$ cat src/rtl/mpm_port_arbiter_if.sv
// mpm_port_arbiter_if: requester and memory-port bundle for the multiport
// RAM arbiter. Master side is the client engines plus the RAM; slave side
// is the arbiter itself.
interface mpm_port_arbiter_if #(
  parameter int WIDTH = 8,
  parameter int DEPTH = 256,
  parameter int PORTS = 2,
  parameter int REQS  = 4
);
  localparam int AW = $clog2(DEPTH);

  logic [REQS-1:0]  req_valid;
  logic [REQS-1:0]  req_we;
  logic [AW-1:0]    req_addr [REQS];
  logic [WIDTH-1:0] req_d    [REQS];
  logic [REQS-1:0]  req_ready;
  logic [REQS-1:0]  rsp_valid;
  logic [WIDTH-1:0] rsp_q    [REQS];
  logic [AW-1:0]    mem_addr [PORTS];
  logic [WIDTH-1:0] mem_d    [PORTS];
  logic [PORTS-1:0] mem_en;
  logic [WIDTH-1:0] mem_q    [PORTS];

  modport master (
    output req_valid, req_we, req_addr, req_d, mem_q,
    input  req_ready, rsp_valid, rsp_q, mem_addr, mem_d, mem_en
  );

  modport slave (
    input  req_valid, req_we, req_addr, req_d, mem_q,
    output req_ready, rsp_valid, rsp_q, mem_addr, mem_d, mem_en
  );
endinterface

$ cat src/rtl/mpm_port_arbiter.sv
// mpm_port_arbiter: grants up to PORTS of REQS requests per cycle in
// round-robin order, drives one RAM port per grant and routes the
// 1-cycle-latency read data back to the issuing requester.
// Optional: define MPM_ARB_STATS_EN to add per-requester saturating
// stall counters (stall_cnt).
module mpm_port_arbiter #(
  parameter int WIDTH = 8,
  parameter int DEPTH = 256,
  parameter int PORTS = 2,
  parameter int REQS  = 4
) (
  input  logic clk,
  input  logic rst,
  mpm_port_arbiter_if.slave bus
`ifdef MPM_ARB_STATS_EN
  ,
  output logic [15:0] stall_cnt [REQS]
`endif
);
  localparam int AW = $clog2(DEPTH);
  localparam int RW = $clog2(REQS);

  logic [RW-1:0]    rr_ptr;
  logic [RW-1:0]    rr_nxt;
  logic [RW-1:0]    last_idx;
  logic [REQS-1:0]  gnt;
  logic [PORTS-1:0] p_vld;
  logic [PORTS-1:0] p_we;
  logic [RW-1:0]    p_idx  [PORTS];
  logic [AW-1:0]    p_addr [PORTS];
  logic [WIDTH-1:0] p_d    [PORTS];
  logic [PORTS-1:0] rd_vld;
  logic [RW-1:0]    rd_idx [PORTS];
  int unsigned      gcnt;
  int unsigned      r;
  logic             clash;

  // Round-robin scan from rr_ptr; the k-th grant claims memory port k.
  // A write is skipped if an earlier grant this cycle writes the same word.
  always_comb begin
    gnt      = '0;
    p_vld    = '0;
    p_we     = '0;
    last_idx = '0;
    gcnt     = 0;
    r        = 0;
    clash    = 1'b0;
    for (int unsigned k = 0; k < PORTS; k++) begin
      p_idx[k]  = '0;
      p_addr[k] = '0;
      p_d[k]    = '0;
    end
    for (int unsigned i = 0; i < REQS; i++) begin
      r = 32'(rr_ptr) + i;
      if (r >= REQS) r = r - REQS;
      clash = 1'b0;
      for (int unsigned k = 0; k < PORTS; k++)
        if (k < gcnt && p_we[k] && p_addr[k] == bus.req_addr[r]) clash = 1'b1;
      if (bus.req_valid[r] && gcnt < PORTS && !(bus.req_we[r] && clash)) begin
        gnt[r]       = 1'b1;
        p_vld[gcnt]  = 1'b1;
        p_we[gcnt]   = bus.req_we[r];
        p_idx[gcnt]  = RW'(r);
        p_addr[gcnt] = bus.req_addr[r];
        p_d[gcnt]    = bus.req_d[r];
        last_idx     = RW'(r);
        gcnt         = gcnt + 1;
      end
    end
  end

  // Memory ports mirror the granted request; idle ports are driven to zero.
  always_comb begin
    bus.req_ready = gnt;
    for (int unsigned k = 0; k < PORTS; k++) begin
      bus.mem_addr[k] = p_addr[k];
      bus.mem_d[k]    = p_d[k];
      bus.mem_en[k]   = p_vld[k] & p_we[k];
    end
  end

  // Pointer advances to one past the last granted requester (mod REQS).
  always_comb begin
    rr_nxt = (32'(last_idx) == REQS - 1) ? '0 : last_idx + 1'b1;
  end

  // Round-robin pointer and per-port pending-read tags.
  always_ff @(posedge clk or posedge rst) begin
    if (rst) begin
      rr_ptr <= '0;
      rd_vld <= '0;
      for (int unsigned k = 0; k < PORTS; k++) rd_idx[k] <= '0;
    end else begin
      if (|gnt) rr_ptr <= rr_nxt;
      for (int unsigned k = 0; k < PORTS; k++) begin
        rd_vld[k] <= p_vld[k] & ~p_we[k];
        rd_idx[k] <= p_idx[k];
      end
    end
  end

  // Route registered RAM data back to the requester that issued the read.
  always_comb begin
    bus.rsp_valid = '0;
    for (int unsigned q = 0; q < REQS; q++) bus.rsp_q[q] = '0;
    for (int unsigned k = 0; k < PORTS; k++) begin
      if (rd_vld[k]) begin
        bus.rsp_valid[rd_idx[k]] = 1'b1;
        bus.rsp_q[rd_idx[k]]     = bus.mem_q[k];
      end
    end
  end

`ifdef MPM_ARB_STATS_EN
  // Saturating count of cycles each requester waited with a valid request.
  always_ff @(posedge clk or posedge rst) begin
    if (rst) begin
      for (int unsigned q = 0; q < REQS; q++) stall_cnt[q] <= '0;
    end else begin
      for (int unsigned q = 0; q < REQS; q++)
        if (bus.req_valid[q] && !gnt[q] && stall_cnt[q] != '1)
          stall_cnt[q] <= stall_cnt[q] + 16'd1;
    end
  end
`endif
endmodule

$ cat src/flat_wrapper.sv
// flat-port wrapper written by rule: the top's interface ports become plain ports
module mpm_port_arbiter_flat 
#(
  parameter int WIDTH = 8,
  parameter int DEPTH = 256,
  parameter int PORTS = 2,
  parameter int REQS  = 4
)
  (clk, rst, bus_req_valid, bus_req_we, bus_req_addr, bus_req_d, bus_mem_q, bus_req_ready, bus_rsp_valid, bus_rsp_q, bus_mem_addr, bus_mem_d, bus_mem_en);
  mpm_port_arbiter_if #(.WIDTH(WIDTH), .DEPTH(DEPTH), .PORTS(PORTS), .REQS(REQS)) bus_i ();
  input  logic clk;
  input  logic rst;
  input wire logic [$bits(bus_i.req_valid)-1:0] bus_req_valid;
  input wire logic [$bits(bus_i.req_we)-1:0] bus_req_we;
  input wire logic [$bits(bus_i.req_addr)-1:0] bus_req_addr;
  input wire logic [$bits(bus_i.req_d)-1:0] bus_req_d;
  input wire logic [$bits(bus_i.mem_q)-1:0] bus_mem_q;
  output wire logic [$bits(bus_i.req_ready)-1:0] bus_req_ready;
  output wire logic [$bits(bus_i.rsp_valid)-1:0] bus_rsp_valid;
  output wire logic [$bits(bus_i.rsp_q)-1:0] bus_rsp_q;
  output wire logic [$bits(bus_i.mem_addr)-1:0] bus_mem_addr;
  output wire logic [$bits(bus_i.mem_d)-1:0] bus_mem_d;
  output wire logic [$bits(bus_i.mem_en)-1:0] bus_mem_en;
  assign bus_i.req_valid = bus_req_valid;
  assign bus_i.req_we = bus_req_we;
  assign bus_i.req_addr = {>>{bus_req_addr}};
  assign bus_i.req_d = {>>{bus_req_d}};
  assign bus_i.mem_q = {>>{bus_mem_q}};
  assign bus_req_ready = bus_i.req_ready;
  assign bus_rsp_valid = bus_i.rsp_valid;
  assign bus_rsp_q = {>>{bus_i.rsp_q}};
  assign bus_mem_addr = {>>{bus_i.mem_addr}};
  assign bus_mem_d = {>>{bus_i.mem_d}};
  assign bus_mem_en = bus_i.mem_en;
  mpm_port_arbiter #(.WIDTH(WIDTH), .DEPTH(DEPTH), .PORTS(PORTS), .REQS(REQS)) u_core (.clk(clk), .rst(rst), .bus(bus_i));
endmodule
$ cat config.mk
export PLATFORM = sky130hd
export DESIGN_NAME = mpm_port_arbiter_flat
export DESIGN_NICKNAME = d
export VERILOG_FILES = /design/src/rtl/mpm_port_arbiter_if.sv /design/src/rtl/mpm_port_arbiter.sv /design/src/flat_wrapper.sv
export SDC_FILE = /design/constraint.sdc
export NUM_CORES = 1
export LEC_CHECK = 0
export CAP_MARGIN = 20
export CORE_MARGIN = 2
export CORE_UTILIZATION = 42
export CTS_CLUSTER_DIAMETER = 150
export DETAILED_ROUTE_END_ITERATION = 10
export DONT_BUFFER_PORTS = 1
export HOLD_SLACK_MARGIN = 0.15
export SLEW_MARGIN = 20
export SYNTH_ARGS = -nofsm -noshare
export SYNTH_HDL_FRONTEND = slang
export SYNTH_SLANG_ARGS = --single-unit
$ cat constraint.sdc
create_clock -name clk -period 9.3 [get_ports clk]
set_input_delay 0.93 -clock clk [delete_from_list [all_inputs] [get_ports clk]]
set_output_delay 0.93 -clock clk [all_outputs]
set_load 0.05 [all_outputs]
==> reports/metrics.yaml <==
status:
  status: "complete, no violations"
sta:
  final-hold-violation-count: 0
  fmax_mhz: 123.8
  fin_tns_setup_ns: 0
  slew_headroom: 0.2462
  slew_violations: 0
  finalSetupViolations: 0
  worst_pin_slew_ns: 1.147
  grt_setup_unrepaired: "no"
  fin_crit_ns: 8.074
  clock-skew-final_ns: 0.002687
  hold_slack_ns: 0.5334
  final.setup.worst_slack_ns: 1.226
  fin_crit_sh: 0.8682
die:
  start_util: 0.4250
  rows: 39
  dieArea_um2: 12280
  die_h_um: 110.8
  die_w_um: 110.8
  core_um2: 11270
  num_io_pins: 164
synth:
  synth.distinct_cells: 76
  async_flop_share: 1.000
  ys_seq_area_frac: 0.04179
  ys_ff_latch: 8
  synth_edf_count: 0
  syn_nets: 623
  avgSynthCellArea_um2: 9.178
  synthFlopType: "dfrtp_1"
  synth_cells: 522
  synth_warnings: 0
  syn_area_um2: 4791
setup_path:
  r2r_cells: 16
  cp.arrival_ns: 7.14
  slowest_delay_ns: 0.75
  slowest_stage: "ha_2"
  start_kind: "flip-flop"
  critical_path_class: "reg2out"
  required_ns: 8.37
  end_kind: "output pin"
  crit_chain: "inv_1 -> ha_2 -> mux4_2 -> nor2b_1 -> nor4b_2 -> nand4_1 -> o31ai_2 -> inv_2 -> ha_1 -> nor2b_1 -> nand2_2 -> mux2_2 -> and4b_1 -> a31oi_1 -> nand2_2 -> o22ai_1 -> buf_4"
  r2r-end: "u_core.rd_vld[1]"
  r2r-start: "u_core.rr_ptr[0]"
  rrSetupSlack_ns: 2.48
  crit_fanout: 25
place:
  hpwlAfterDp_um: 11070
  port_buffers: 0
  place_congestion: 0.8631
  place_ws_ns: 1.561
clock_tree:
  htree_levels: 1
  cts_num_sinks: 8
  cts_tree: "yes"
  numCtsBuffers: 3
  clk_pin_slew_ns: 0.04
  cts_root_buffer: "clkbuf_16"
  postCtsHoldBufs: 0
  clkLatencyLatePin_ns: 0.23
  cts_max_path_buffers: 2
  cts_setup_buffers: 0
  cts-resized-gates: 0
grt:
  grt_pass1_wl_um: 23480
  antenna_found_initial: 0
  grt_usage: 0.2271
  gr-total-overflow: 0
  grt_max_degree: 64
  grt_pass1_vias: 4474
worst_hold_path:
  worstHoldPathType: "in2async"
finish:
  drive_gt1_frac: 0.2520
  num_antenna_cells: 0
  syn2layout_area_growth_pct: 1.828
  nets: 594
  final_common_cell: "mux4_2"
  final_cell_mix: "mux4_2 (58), nand2_1 (56), a22o_1 (40), o21ai_0 (35), mux2i_1 (27)"
detailed_routing:
  wl_per_cell_um: 22.74
  routed-via-count: 4480
  drtAntennaViolNets: 0
  post_drt_via_cell_ratio: 7.055
  drc_errors: 0
  drtPass1Iterations: 5
  drt_iter0_drc: 309
  drt_wl_total_um: 14440
flow_run:
  maxCapViolations: 0
==> registers in the layout, indices dropped and copies added (netlist names) <==
signal and count:
u_core.rd_idx 4, u_core.rd_vld 2, u_core.rr_ptr 2
==> cell usage after synthesis (4+ instances only) <==
cell,instances,area (µm²)
o31ai_1,7,52.55
buf_6,10,112.6
inv_1,12,45.04
a221o_1,4,40.04
nand2b_1,4,25.02
and2_1,12,75.07
o21ai_0,41,205.2
buf_2,9,45.04
mux2i_1,27,270.3
nor2_1,22,82.58
o211ai_1,10,75.07
mux2_2,10,112.6
dfrtp_1,8,200.2
xor2_1,4,35.03
xnor2_1,10,87.58
ha_1,11,137.6
o22ai_1,6,37.54
clkbuf_1,18,67.56
and3_1,4,25.02
nand3b_1,5,37.54
a21oi_1,14,70.07
buf_1,4,15.01
mux2_1,8,90.09
buf_4,4,30.03
a22o_1,40,350.3
nand3_1,20,100.1
mux2_4,16,240.2
nand2_1,56,210.2
mux4_2,58,1306
==> kinds of logic after synthesis <==
logic type / after synthesis / synth area share
fa+ha+maj: 11 / 0.02873
simple gates: 152 / 0.1624
buf+inv: 59 / 0.06738
compound gates: 158 / 0.2478
flops: 8 / 0.04179
mux: 120 / 0.4262
xor+xnor: 14 / 0.02559
==> metal layers <==
metal,GRT usage,part of all wire
met5,0,0
met1,0.2933,0.41
met2,0.3939,0.50
met3,0.04811,0.076
met4,0.04667,0.015
==> through the flow <==
step | std cells | area [µm²] | utilization
floorplan | 522 | 4791 | -
global placement | 631 | 4795 | 0.4254
detailed placement | 631 | 4795 | 0.4254
CTS | 635 | 4873 | 0.4323
global route | 635 | 4878 | 0.4328
finish | 635 | 4878 | 0.4328
==> layout make-up <==
type	instances	area [µm²]
multi-input combinational	455	4280
tap	143	178.9
inverter	14	52.55
sequential	8	205.2
clock buffer	4	78.83
fill	1077	6394
timing repair buffer	11	82.58
==> critical path, delay by kind of cell, from the launching register on <==
kind            cells  cell delay [ns]
flops               1             0.65
fa+ha+maj           2             1.06
simple gates        7             2.18
buf+inv             3             0.80
compound gates      3             1.19
mux                 2             0.99
==> worst max-delay path by stage <==
stage	from	end	slack (ns)	depth (start not counted)
3_3_place_gp	u_core.rr_ptr[0]	bus_mem_en[1]	1.95	17
6_report	u_core.rr_ptr[0]	bus_mem_en[1]	1.23	17
5_1_grt	u_core.rr_ptr[0]	bus_mem_en[1]	0.70	17
2_1_floorplan	u_core.rr_ptr[0]	bus_mem_en[1]	1.40	27
4_1_cts	u_core.rr_ptr[0]	bus_mem_en[1]	1.30	17
3_5_place_dp	u_core.rr_ptr[0]	bus_mem_en[1]	1.56	17
Power is not shown: default switching activity piles up to over one toggle a cycle in this logic, so the estimate is an artifact.
